===== src/rtl/sys_bus.sv =====
// sys_bus: address decoder and interconnect between the 6502 core and system memory.
// Decodes RAM, ROM and an I/O page, aligns read data with 1-cycle memories, owns the debug FIFO port.
module sys_bus #(
    parameter int         RAM_AW     = 14,
    parameter int         ROM_AW     = 15,
    parameter logic [7:0] IO_PAGE    = 8'h40,
    parameter int         FIFO_DEPTH = 8
) (
    input  logic              clk_i,
    input  logic              rst_i,
    input  logic [15:0]       addr_i,
    input  logic [7:0]        data_w_i,
    input  logic              we_i,
    output logic [7:0]        data_r_o,
    output logic              ram_we_o,
    output logic [RAM_AW-1:0] ram_addr_o,
    output logic [7:0]        ram_wdata_o,
    input  logic [7:0]        ram_rdata_i,
    output logic [ROM_AW-1:0] rom_addr_o,
    input  logic [7:0]        rom_rdata_i,
    output logic [7:0]        dport_out_o,
    output logic              dport_write_o,
    input  logic              dport_ready_i,
    output logic              done_o
);
    localparam int          PW       = $clog2(FIFO_DEPTH);
    localparam logic [16:0] ROM_BASE = 17'h10000 - (17'd1 << ROM_AW);
    localparam logic [16:0] RAM_TOP  = 17'd1 << RAM_AW;
    localparam logic [4:0]  DEPTH5   = 5'(FIFO_DEPTH);

    localparam logic [1:0] REGION_NONE = 2'd0;
    localparam logic [1:0] REGION_RAM  = 2'd1;
    localparam logic [1:0] REGION_ROM  = 2'd2;
    localparam logic [1:0] REGION_IO   = 2'd3;

    logic          romHit, ioHit, ramHit, ioWe;
    logic          pushReq, pop, pushOk, drop, empty, full;
    logic          doneSet, dropsClr;
    logic [1:0]    region_d, region_q;
    logic [7:0]    ioRdata_d, ioRdata_q;
    logic [4:0]    count_d, count_q;
    logic [PW-1:0] rdPtr_q, wrPtr_q;
    logic [7:0]    lastData_q, drops_q;
    logic          done_q;
    logic [7:0]    mem [FIFO_DEPTH];

    // ROM wins over IO, IO over RAM, so overlapping parameter choices stay well defined
    assign romHit = ({1'b0, addr_i} >= ROM_BASE);
    assign ioHit  = !romHit && (addr_i[15:8] == IO_PAGE);
    assign ramHit = !romHit && !ioHit && ({1'b0, addr_i} < RAM_TOP);
    assign ioWe   = we_i && ioHit;

    assign ram_we_o    = we_i && ramHit;
    assign ram_addr_o  = addr_i[RAM_AW-1:0];
    assign ram_wdata_o = data_w_i;
    assign rom_addr_o  = addr_i[ROM_AW-1:0];

    assign empty    = (count_q == 5'd0);
    assign full     = (count_q == DEPTH5);
    assign pop      = dport_write_o && dport_ready_i;
    assign pushReq  = ioWe && (addr_i[7:0] == 8'h00);
    assign pushOk   = pushReq && (!full || pop);
    assign drop     = pushReq && full && !pop;
    assign doneSet  = ioWe && (addr_i[7:0] == 8'h02);
    assign dropsClr = ioWe && (addr_i[7:0] == 8'h03);
    assign count_d  = count_q + {4'b0, pushOk} - {4'b0, pop};

    assign dport_write_o = !empty;
    assign dport_out_o   = mem[rdPtr_q];
    assign done_o        = done_q;

    always_comb begin
        region_d = REGION_NONE;
        if (romHit) begin
            region_d = REGION_ROM;
        end else if (ioHit) begin
            region_d = REGION_IO;
        end else if (ramHit) begin
            region_d = REGION_RAM;
        end
    end

    always_comb begin
        ioRdata_d = 8'h00;
        case (addr_i[7:0])
            8'h00:   ioRdata_d = lastData_q;
            8'h01:   ioRdata_d = {done_q, full, empty, count_q};
            8'h02:   ioRdata_d = {7'b0, done_q};
            8'h03:   ioRdata_d = drops_q;
            default: ioRdata_d = 8'h00;
        endcase
    end

    // RAM/ROM data already arrives one cycle late, so only the region select needs delaying
    always_comb begin
        data_r_o = 8'h00;
        case (region_q)
            REGION_RAM: data_r_o = ram_rdata_i;
            REGION_ROM: data_r_o = rom_rdata_i;
            REGION_IO:  data_r_o = ioRdata_q;
            default:    data_r_o = 8'h00;
        endcase
    end

    always_ff @(posedge clk_i or posedge rst_i) begin
        if (rst_i) begin
            region_q   <= REGION_NONE;
            ioRdata_q  <= 8'h00;
            count_q    <= 5'd0;
            rdPtr_q    <= '0;
            wrPtr_q    <= '0;
            lastData_q <= 8'h00;
            drops_q    <= 8'h00;
            done_q     <= 1'b0;
        end else begin
            region_q  <= region_d;
            ioRdata_q <= ioRdata_d;
            count_q   <= count_d;
            if (pop) begin
                rdPtr_q <= rdPtr_q + PW'(1);
            end
            if (pushOk) begin
                wrPtr_q    <= wrPtr_q + PW'(1);
                lastData_q <= data_w_i;
            end
            if (doneSet) begin
                done_q <= 1'b1;
            end
            if (dropsClr) begin
                drops_q <= 8'h00;
            end else if (drop && (drops_q != 8'hFF)) begin
                drops_q <= drops_q + 8'd1;
            end
        end
    end

    // Storage has no reset: stale bytes are hidden because the cleared count drops dport_write
    always_ff @(posedge clk_i) begin
        if (pushOk) begin
            mem[wrPtr_q] <= data_w_i;
        end
    end
endmodule

===== config.mk =====
export PLATFORM = sky130hd
export DESIGN_NAME = sys_bus
export DESIGN_NICKNAME = d
export VERILOG_FILES = /design/src/rtl/sys_bus.sv
export SDC_FILE = /design/constraint.sdc
export NUM_CORES = 1
export LEC_CHECK = 0
export ABC_AREA = 0
export CORE_MARGIN = 2
export CORE_UTILIZATION = 63
export CTS_CLUSTER_DIAMETER = 150
export DETAILED_ROUTE_END_ITERATION = 10
export DONT_BUFFER_PORTS = 1
export HOLD_SLACK_MARGIN = 0.15
export PLACE_DENSITY = 0.79
export SLEW_MARGIN = 40
export SYNTH_ARGS = -nofsm -noshare
export SYNTH_HDL_FRONTEND = slang
export SYNTH_SLANG_ARGS = --single-unit

===== constraint.sdc =====
create_clock -name clk_i -period 4.24 [get_ports clk_i]
set_input_delay 1.06 -clock clk_i [delete_from_list [all_inputs] [get_ports clk_i]]
set_output_delay 1.06 -clock clk_i [all_outputs]
set_load 0.005 [all_outputs]

After elaboration in Yosys (flattened, before gate mapping)
Memories as Yosys holds them, arrays and structs flattened.
Cells that the tools add are included.
- register bits: 38
- memory bits (writable): 64
- memories: 1
- memory list (name ; depth ; width ; read ports ; clocked after memory_dff ; write ports ; RTL line ; RTL):
    mem ; 8 ; 8 ; 1 ; 0 ; 1 ; 45 ; logic [7:0] mem [FIFO_DEPTH];
- add/subtract/negate cells: 5
- $lt $le $gt $ge: 2
- equality and inequality tests: 9
- muxes and demuxes: 9
- reductions and logical operators: 22
- operators with widths (kind ; count):
    case mux 8 bit (4 select lines) ; 1
    case mux 8 bit (3 select lines) ; 1
    equality test 8 x 2 -> 1 bit (second input constant) ; 2
    greater-or-equal comparator 16 bit (second input constant) ; 1
    less-than comparator 16 x 15 -> 1 bit (second input constant) ; 1
    2-to-1 mux 8 bit ; 2
    logical AND 1 bit ; 13
    adder 8 x 1 -> 8 bit (second input constant) ; 1
    equality test 8 x 1 -> 1 bit (second input constant) ; 1
    equality test 8 x 7 -> 1 bit (second input constant) ; 1
    zero test 8 bit ; 1
    != test 8 bit (second input constant) ; 1
    adder 3 x 1 -> 3 bit (second input constant) ; 2
    adder 5 x 1 -> 5 bit ; 1
    equality test 5 x 4 -> 1 bit (second input constant) ; 1
    zero test 1 bit ; 5
    zero test 5 bit ; 1
    subtractor 5 x 1 -> 5 bit ; 1
    equality test 2 bit (second input constant) ; 2
    2-to-1 mux 2 bit ; 2
    2-to-1 mux 1 bit ; 3
    equality test 2 x 1 -> 1 bit (second input constant) ; 1
    nonzero test 2 bit ; 1
    logical OR 1 bit ; 1

Depth between registers and ports, before layout
- word-level depth: 10
- depth in mapped cells: 13
- gate-level depth less buffers: 13

Worst setup path after synthesis
Ideal clock, no wire load.
- path type: input to register
- start: input port addr_i[13]
- end: memory mem[2][0], enable pin
- library setup time: 398 ps
- arrival: 3127 ps
- data required time: 3842 ps
- setup slack: 715 ps
- cell stages on the path: 4
- path buffers: 0
- cells stage by stage: nor4b_2 > nand3_1 > or4_1 > nor4b_1
- longest elaborated chain between the ends: 8
- elaborated cells on any way between the ends: 9
- classes of those cells: order compare: 1; eq/ne: 1; mux: 2; reduce/logical: 5
- ends and longest elaborated chain (what ; RTL line ; RTL):
    start: declaration ; 11 ; input logic [15:0] addr_i,
    greater-or-equal comparator 16 bit ; 48 ; assign romHit = ({1'b0, addr_i} >= ROM_BASE);
    zero test 1 bit ; 49 ; assign ioHit = !romHit && (addr_i[15:8] == IO_PAGE);
    logical AND 1 bit (*) ; 49 ;
    logical AND 1 bit (*) ; 51 ; assign ioWe = we_i && ioHit;
    logical AND 1 bit (*) ; 61 ; assign pushReq = ioWe && (addr_i[7:0] == 8'h00);
    logical AND 1 bit (*) ; 62 ; assign pushOk = pushReq && (!full || pop);
    2-to-1 mux 1 bit (*) ; 139 ; if (pushOk) begin
    2-to-1 mux 1 bit (implied by the code) (*) ; 140 ; mem[wrPtr_q] <= data_w_i;
    end: declaration ; 45 ;
Mark *: on every way between the ends. The rest lies on a longest branch, timed or not.

Worst setup path in the final report
- start: input port addr_i[5]
- end: memory mem[7][7], enable pin
- longest elaborated chain between the ends: 8
- elaborated cells on any way between the ends: 9
- classes of those cells: order compare: 1; mux: 2; reduce/logical: 6
- ends and longest elaborated chain (what ; RTL line):
    greater-or-equal comparator 16 bit ; 48
    zero test 1 bit ; 49
    logical AND 1 bit ; 49
    logical AND 1 bit ; 51
    logical AND 1 bit (*) ; 61
    logical AND 1 bit (*) ; 62
    2-to-1 mux 1 bit (*) ; 139
    2-to-1 mux 1 bit (implied by the code) (*) ; 140
Marks and branches as above.

==> metrics.log <==
INFO  metric setup.worst_path.end_class = flip-flop
INFO  metric slew-limit-headroom = 48.5%
INFO  metric num_antenna_cells = 0
INFO  metric clkSlewWorstSetupHoldPaths = 90 ps
INFO  metric setup_violations = 0
INFO  metric cp_slowest_stage_delay = 710 ps
INFO  metric std_cell_rows = 31
INFO  metric critical_path.slowest_cell = or4_1
INFO  metric pin_count = 100
INFO  metric chipWidth = around 92 um
INFO  metric cts.repair_timing.setup_buffer_count = 0
INFO  metric reg2reg_depth = 8
INFO  metric groute.layer.met2.usage = between 30% and 40%
INFO  metric pin_count_of_the_biggest_net_entering_global_routing = 39
INFO  metric synth-async-reset-ratio = 37.3%
INFO  metric gr-max-usage-layer = met2
INFO  metric worstPathMaxFanout = 14
INFO  metric post-route-drc-count = 0
INFO  metric route.vias.total = 2566
INFO  metric grt-ovfl-total = 0
INFO  metric initial_core_util = 65.8%
INFO  metric crit_required = 4250 ps
INFO  metric final_area = just under 0.005 mm^2
INFO  metric ys_ff_latch = 102
INFO  metric drt_first_pass_iters = 4
INFO  metric synthesis.area = 0.00485 mm^2
INFO  metric tritoncts_num_sinks = between 100 and 150
INFO  metric layout.cells.non_filler = 413
INFO  metric area_after_dpl = approximately 0.0047 mm^2
INFO  metric cts_made_buffers = 9
INFO  metric hold_depth = 1
INFO  metric crit_arrival = approximately 3200 ps
INFO  metric status = finished, final reports clean
INFO  metric worstHoldStart = rdPtr_q[0]
INFO  metric wire_length_of_the_first_global_routing_pass = 13500 um
INFO  metric netlist-cell-type-count = 41
INFO  metric buffer_ports.inserted = 0
INFO  metric wl_per_cell = roughly 21 um
INFO  metric critPathLaunchType = input port
INFO  metric core_region_area = approximately 0.0074 mm^2
INFO  metric grt_antenna_before_repair = 0
INFO  metric critical-path-top-cell-by-count = nand2_1
INFO  metric chipHeight = between 90 and 100 um
INFO  metric synth_edf_count = 64
INFO  metric ys_warn_count = 0
INFO  metric holdCritPathClass = flip-flop to flip-flop
INFO  metric cts_max_path_buffers = 2
INFO  metric worst-r2r-setup-slack = 1270 ps
INFO  metric ys_dominant_reg_cell = edfxtp_1
INFO  metric p_per_area = approximately 490 mW/mm^2
INFO  metric met3_track_usage_gr = 5.67%
INFO  metric worst_ir_drop_vdd = around 0.31 mV
INFO  metric dpl_cells = between 300 and 400
INFO  metric postRouteWirelength = approximately 8500 um
INFO  metric flow.area_growth_from_synthesis = 1.88%
INFO  metric drt_iter0_drc = roughly 180
INFO  metric die_ar = 0.00842 mm^2
INFO  metric timing_max_transition_violations_final = 0
INFO  metric r2r_start = count_q[2]
INFO  metric routed_via_density = ~6.2
INFO  metric drt.antenna.violating_nets = 0
INFO  metric postSynthCellCount = between 300 and 400
INFO  metric number_of_nets_produced_by_synthesis = a little under 400
INFO  metric layout.nets = ~360
INFO  metric timing.critical_path.cells = nor4_1 > nand2_1 > or4_1 > inv_1 > nand2_1 > nor2_1
INFO  metric first_global_vias = 2539
INFO  metric detailedPlacementHpwl = ~5900 um
INFO  metric tritoncts_clock_tree = yes
INFO  metric clkLatencyLatePin = ~370 ps
INFO  metric gr-usage-all-layers = 21.6%
INFO  metric drive_above_1_share = between 20 and 25%
INFO  metric synth-seq-area-share = 59.2%
INFO  metric worst_hold_path.endpoint = rdPtr_q[0]
INFO  metric cts_hold_repair.buffers = 0
INFO  metric globalRouteMet1Util = 30.3%
INFO  metric rsz_0062_raised_after_global_routing = false
INFO  metric finalWorstPathRequiredPeriod = around 3200 ps
INFO  metric worstSetupPathType = input port to flip-flop
INFO  metric timing_worst_slew_pin_value = 772 ps
INFO  metric cts_resized = 0
INFO  metric power_leakage = between 1.5 and 2 nW
INFO  metric skew = around 6.7 ps
INFO  metric syn_avg_cell_area = around 14 um^2
INFO  metric totalNegativeSetupSlack = 0 ps
INFO  metric ctsHtreeMaxLevel = 3
INFO  metric clockRootBuffer = clkbuf_8
INFO  metric gpl.final_weighted_congestion = 0.907
INFO  metric fin_crit_sh = 76.4%
INFO  metric timing.rr.end = mem[7][7]
INFO  metric max_cap_viol_count = 0
INFO  metric fmax = 309 MHz
INFO  metric final_hold_viol_count = 0
==> area by class of cell <==
type / count / area [um^2]
well taps: 99 / 124
clock inverters: 6 / 91.3
repair buffers: 10 / 75.1
fillers: 520 / 2430
clock buffers: 10 / 128
inverters: 11 / 41.3
flip-flops and latches: 102 / 2870
multi-input cells: 175 / 1610
==> kinds of logic after synthesis <==
family          synth area share (%)
flops                           59.2
simple gates                    8.64
buf+inv                         7.95
mux                             15.4
compound gates                  3.82
xor+xnor                        1.99
fa+ha+maj                       2.99
==> metal layers <==
layer / vias to the layer above / wire length (um)
li1: 1152 / -
met1: 1312 / 3830
met2: 92 / 4000
met3: 10 / 558
met4: 0 / 144
met5: - / 0
==> sequential cells by signal, summed over array words and instances (netlist names) <==
signal	flops
done_o	1
mem	64
region_q	2
count_q	5
ioRdata_q	8
drops_q	8
wrPtr_q	3
lastData_q	8
rdPtr_q	3
==> synthesized netlist by cell type (2+ instances only) <==
| cell type | number | area (um^2) |
|---|---|---|
| ha_1 | 10 | 125 |
| o21ai_0 | 3 | 15.0 |
| mux4_2 | 17 | 383 |
| mux2i_1 | 7 | 70.1 |
| buf_1 | 3 | 11.3 |
| nand4_1 | 2 | 12.5 |
| mux2_2 | 26 | 293 |
| nand2b_1 | 2 | 12.5 |
| nor4_1 | 4 | 25.0 |
| xnor2_1 | 7 | 61.3 |
| a22o_1 | 8 | 70.1 |
| nor2_1 | 22 | 82.6 |
| xor2_1 | 4 | 35.0 |
| or4_1 | 3 | 22.5 |
| or3_1 | 3 | 18.8 |
| or2_2 | 2 | 12.5 |
| and3_1 | 2 | 12.5 |
| a21oi_1 | 14 | 70.1 |
| buf_2 | 2 | 10.0 |
| nor3_1 | 6 | 30.0 |
| nand3_1 | 7 | 35.0 |
| o31ai_1 | 2 | 15.0 |
| edfxtp_1 | 64 | 1920 |
| nor3b_1 | 2 | 15.0 |
| nand2_1 | 9 | 33.8 |
| clkbuf_1 | 9 | 33.8 |
| nor4b_1 | 3 | 26.3 |
| dfrtp_1 | 38 | 951 |
| buf_4 | 37 | 278 |
| inv_1 | 11 | 41.3 |
==> power breakdown <==
group | leakage, nW | total, W | switching, W | internal, W
Clock | 0.108 | 0.000671 | 0.000333 | 0.000338
Sequential | 1.08 | 0.00121 | 0.000103 | 0.00110
Combinational | 0.680 | 0.000554 | 0.000236 | 0.000318
Total | 1.87 | 0.00243 | 0.000673 | 0.00176
==> metrics by stage <==
| stage | hold slack (ps) | setup WS [ps] | utilization [%] | power (W) |
|---|---|---|---|---|
| 2_1_floorplan | 476 | 715 | - | 0.00170 |
| 6_report | 515 | 1000 | 67.0 | 0.00243 |
| 5_1_grt | 534 | 763 | 67.0 | 0.00255 |
| 3_5_place_dp | 501 | 643 | 64.0 | 0.00178 |
| 3_3_place_gp | 494 | 740 | 64.0 | 0.00177 |
| 4_1_cts | 520 | 1040 | 67.0 | 0.00245 |
==> layout by cell type, fill, tap and decap left out, types with 2 or more instances in the layout <==
cell,count
a21oi_1,14
a22o_1,8
and3_1,2
buf_4,10
bufinv_16,2
clkbuf_8,9
dfrtp_1,38
edfxtp_1,64
ha_1,10
inv_1,11
inv_6,3
mux2_2,26
mux2i_1,7
mux4_2,17
nand2_1,9
nand2b_1,2
nand3_1,7
nand4_1,2
nor2_1,22
nor3_1,5
nor3b_1,2
nor4_1,4
nor4b_2,3
o21ai_0,3
o31ai_1,2
or2_2,2
or3_1,3
or4_1,3
xnor2_1,7
xor2_1,4
==> critical path: cells and delay by family <==
family	cells	cell delay, ps
buffers and inverters	1	120
AND/OR/NAND/NOR	5	2060
==> worst max path at each step <==
stage	endpoint	slack, ps	startpoint
6_report	mem[7][7]	1000	addr_i[5]
5_1_grt	mem[7][3]	760	addr_i[5]
4_1_cts	mem[7][7]	1040	addr_i[5]
3_5_place_dp	mem[7][5]	640	addr_i[5]
3_3_place_gp	mem[7][6]	740	addr_i[5]
2_1_floorplan	mem[2][0]	710	addr_i[13]
Power figures use the tool's default switching activity.
==> patch 1, RTL diff (same settings) <==
Take the reset off `ioRdata_q` and load it in a clocked block of its own.
--- a/src/rtl/sys_bus.sv
+++ b/src/rtl/sys_bus.sv
@@ -105,7 +105,6 @@
     always_ff @(posedge clk_i or posedge rst_i) begin
         if (rst_i) begin
             region_q   <= REGION_NONE;
-            ioRdata_q  <= 8'h00;
             count_q    <= 5'd0;
             rdPtr_q    <= '0;
             wrPtr_q    <= '0;
@@ -114,7 +113,6 @@
             done_q     <= 1'b0;
         end else begin
             region_q  <= region_d;
-            ioRdata_q <= ioRdata_d;
             count_q   <= count_d;
             if (pop) begin
                 rdPtr_q <= rdPtr_q + PW'(1);
@@ -134,6 +132,10 @@
         end
     end
 
+    always_ff @(posedge clk_i) begin
+        ioRdata_q <= ioRdata_d;
+    end
+
     // Storage has no reset: stale bytes are hidden because the cleared count drops dport_write
     always_ff @(posedge clk_i) begin
         if (pushOk) begin
Behaviour: same outputs for any inputs over 4 cycles, from zero or initial values and one cycle with rst_i high; that may be too few to reach the edited logic, so the function may still have changed.
==> patch 1 against the unedited design <==
  * Synthesized cell count up 2.1%
  * Die area up 0.13%
  * Clock power down 12%
  * Utilization down 2.1 points
  * Cell area about the same
  * Non-clock buffer count up 3
  * Synthesized area up 0.13%
  * Clock skew up 5.1 ps
  * Wire length up 0.63%
  * Sequential cell count unchanged
  * First-iteration DRC count up 44%
  * Critical path type unchanged
  * Setup slack better by 210 ps
  * Cell count up 3.1%
  * Power down 3.3%
==> patch 1: results (changes against the unedited design) <==
metric,value,unit,change
status,completed,,
VDD IR max,0.3989,mV,+31%
syn nets,402,,+1.8%
Critical Path AT,3280,ps,+40 ps
Yosys cell types,44,,+7.3%
fin cells,426,,+3.1%
first-pass iteration count of the detailed router,5,,+1
Post-Syn Instances,347,,+2.1%
leak pwr,1.836,nW,-1.9%
Flop pwr share,0.514,,+0.018
GRT Util Overall,0.2200,,+0.003713
layout net count,374,,+2.7%
area of the multi-input gates,1634,sq um,+1.6%
Post-synth top cells,"edfxtp_1 (64), buf_4 (37), dfrtp_1 (30)",,
buffer share of cell area,0.01976,,+0.004568
number of global-route vias before repair,2711,,+6.8%
Synth area leaders,"edfxtp_1 (40%), dfrtp_1 (15%), mux4_2 (7.9%)",,
register area,2833,sq um,-1.4%
multi-input gates,179,,+2.3%
"FFs w/ async S/R, synth",0.2941,,-0.07843
PwrDens,475.8,nW/um^2,-3.2%
Worst Setup SP,addr_i[3],,
CP max FO,15,,+1
drt via density,6.092,,-2.0%
layout cell share with drive strength beyond 1,0.2500,,+0.001592
pre-CTS setup slack,839.6,ps,+197.1 ps
post-DP HPWL,6138,um,+4.5%
clk cell area share,0.03927,,-0.005045
Placed Area,4745,sq um,+0.58%
## patch 1: changes by cell type in the layout (fill, tap and decap cells not counted), sizes merged, moves of 3 or more
cell | before | now
a21oi | 14 | 11
nor2 | 22 | 25
dfxtp | 0 | 8
dfrtp | 38 | 30
xnor2 | 7 | 10
inv | 14 | 19
buf | 10 | 13
nor4 | 5 | 10
nor4b | 5 | 2
nand2 | 9 | 14
## patch 1: routing by layer
layer	vias up	routed length (um)	global-route usage
li1	1177	-	-
met1	1327	3843	0.3096
met2	80	4186	0.3505
met3	11	443	0.04108
met4	0	109	0.07587
met5	-	0	0
## patch 1: worst paths after layout
kind | cells after the start | to | slack, ps
max | 11 | count_q[4]$_DFF_PP0_ | 1210
min | 1 | rdPtr_q[0]$_DFFE_PP0P_ | 510
max reg2reg | 11 | count_q[4]$_DFF_PP0_ | 1560
min reg2reg | 1 | rdPtr_q[0]$_DFFE_PP0P_ | 510
max in group asynchronous | 2 | drops_q[7]$_DFFE_PP0P_ | 3160
min in group asynchronous | 1 | drops_q[2]$_DFFE_PP0P_ | 590
## patch 1: cell families (layout without fill, tap and decap cells)
family / count (synthesis) / after routing / synth area share
buf+inv: 66 / 43 / 0.08013
xor+xnor: 13 / 13 / 0.02345
mux: 49 / 49 / 0.1510
compound gates: 27 / 27 / 0.03839
flops: 102 / 102 / 0.5834
fa+ha+maj: 11 / 11 / 0.02989
simple gates: 79 / 79 / 0.09380
## patch 1: worst max-delay path, cell delays in order
cell and delay [ps]:
nor4_2 390, nand2_1 90, buf_4 190, or4_1 650
inv_2 140, ha_1 200, fa_1 220, a21oi_1 70
nor2_1 90, nor2_1 60, xnor2_1 110
==> patch 2, RTL diff (config.mk and constraints unchanged) <==
Without the edit above. Change the parameter `FIFO_DEPTH` from 8 to 32.
--- a/src/rtl/sys_bus.sv
+++ b/src/rtl/sys_bus.sv
@@ -4,7 +4,7 @@
     parameter int         RAM_AW     = 14,
     parameter int         ROM_AW     = 15,
     parameter logic [7:0] IO_PAGE    = 8'h40,
-    parameter int         FIFO_DEPTH = 8
+    parameter int         FIFO_DEPTH = 32
 ) (
     input  logic              clk_i,
     input  logic              rst_i,
Check against the original RTL: not equivalent (a bounded check fails within 4 cycles, from zero or initial values and one cycle with rst_i high).
==> patch 2 against the unedited design <==
  * Clock power grew to 4.0 times the old value
  * Synthesized area grew to 2.6 times the old value
  * Cell area grew to 2.8 times the old value
  * Critical path depth shrank 1
  * Synthesized cell count grew 120%
  * Worst hold slack lost 51 ps
  * Count of clock-buffer cells in the layout grew 27
  * Global-route usage grew 5.0 points
  * Power grew to 3.2 times the old value
  * First-iteration DRC count grew to 4.0 times the old value
  * Sequential cell count grew 196
  * Register-to-register slack lost 180 ps
  * Setup slack lost 840 ps
  * Wire length grew to 3.3 times the old value
  * Critical path type is now reg2out
==> patch 2: results (changes against the unedited design) <==
metric,value,unit,change
r2r setup slk,1090,ps,-180 ps
clock root buffer master,clkbuf_16,,
first-pass GRT wire length,42550,um,+220%
slew margin rel.,0.4899,,+0.004399
CTS Buf Count,29,,+20
post-DP HPWL,17500,um,+200%
CP max FO,28,,+14
worst r2r src,count_q[3]$_DFF_PP0_,,
clk slew on worst S/H paths,70,ps,-20 ps
Reg-to-Reg End,count_q[4]$_DFF_PP0_,,
Worst Reg-to-Reg Cells,14,,+6
max incr delay on CP,820,ps,+110 ps
first-pass iteration count of the detailed router,5,,+1
Post-synth EDFFs,256,,+300%
count of clock tree sinks,298,,+190%
max reg flops,256,,+300%
Fillers,1216,,+130%
CTS resizes,0,,unchanged
multi-input gates,357,,+100%
clk_skew,12.90,ps,+6.230 ps
P_clk,2.66,mW,+300%
routed vias,6709,,+160%
Plain + repair buffers,31,,+21
Yosys cell types,56,,+37%
clock tree buffer depth,3,,+1
status,completed,,
Worst Setup SP,rdPtr_q[2]$_DFFE_PP0P_,,
Routability Congestion,0.8265,,-8.8%
CTS H-Tree Depth,1,,-2
largest net degree at the start of global routing,35,,-10%
register fraction of the total cell area,0.6388,,+0.05738
clock buffer count,37,,+27
syn nets,803,,+100%
VDD IR max,0.3700,mV,+21%
Synth area leaders,"edfxtp_1 (61%), mux4_2 (8.6%), dfrtp_1 (8.4%)",,
Switching Power,2.163,mW,+220%
clk cell area share,0.07330,,+0.02899
clk_lat worst skew,530,ps,+160 ps
number of global-route vias before repair,7077,,+180%
Post-CTS Setup Bufs,1,,+1
min Tclk post-route,4076,ps,+839.0 ps
Critical-path top delay cell,dfrtp_2,,
layout cell share with drive strength beyond 1,0.2069,,-0.04151
combinational power,1.77,mW,+220%
area of the multi-input gates,3308,sq um,+110%
Critical Path AT,3020,ps,-220 ps
layout net count,789,,+120%
Post-synth top cells,"edfxtp_1 (256), nor2_1 (63), mux2i_1 (50)",,
GRT Util Overall,0.2661,,+0.04982
register area share after synthesis,0.6951,,+0.1028
initial drt markers,726,,+300%
pre-CTS setup slack,620.6,ps,-21.92 ps
WL final,27750,um,+230%
HP Class,in2async,,
buffer share of cell area,0.01791,,+0.002721
leak pwr,4.731,nW,+150%
"FFs w/ async S/R, synth",0.1409,,-0.2316
[patch 2: cell families (layout without fill, tap and decap cells)]
family | after synthesis | after routing | synth area share
xor gates and xnor gates | 12 | 12 | 0.008361
buffers and inverters | 91 | 99 | 0.04170
AOI/OAI and AO/OA | 74 | 74 | 0.04230
and+or+nand+nor | 142 | 142 | 0.05584
muxes | 116 | 116 | 0.1431
DFF | 298 | 298 | 0.6951
adders and majority gates | 13 | 13 | 0.01354
[patch 2: worst register-to-register path: stages (launching register included)]
cell     delay (ps)
dfrtp_1         410
inv_1           100
ha_1            150
or4b_4          540
and2_2          320
ha_1            310
inv_1            50
ha_1            160
inv_1            80
fa_1            440
inv_1            90
a21oi_1          70
nor2_1          120
nor2_1           70
xnor2_1         120
[patch 2: worst min path at each step]
stage                                    from  slack (ps)                        end  depth (start not counted)
floorplan           lastData_q[0]$_DFFE_PP0N_         470  lastData_q[0]$_DFFE_PP0N_                          1
global placement    lastData_q[5]$_DFFE_PP0N_         490  lastData_q[5]$_DFFE_PP0N_                          1
detailed placement  lastData_q[0]$_DFFE_PP0N_         500  lastData_q[0]$_DFFE_PP0N_                          1
CTS                                     rst_i         470     drops_q[6]$_DFFE_PP0P_                          1
global route                            rst_i         500     drops_q[7]$_DFFE_PP0P_                          1
finish                                  rst_i         460     drops_q[6]$_DFFE_PP0P_                          1
[patch 2: routing by layer]
layer	track usage	vias up	wire length, um
li1	-	2854	-
met1	0.3584	3427	10570
met2	0.4678	367	14460
met3	0.03553	61	2033
met4	0.06422	0	684
met5	0	-	0
[patch 2: through the flow]
step	instances	instance area, sq um	total power [mW]
3_3_place_gp	965	12670	5.173
5_1_grt	1019	13690	8.161
2_1_floorplan	746	12570	4.828
6_report	1019	13690	7.882
4_1_cts	1019	13690	7.913
3_5_place_dp	965	12670	5.221
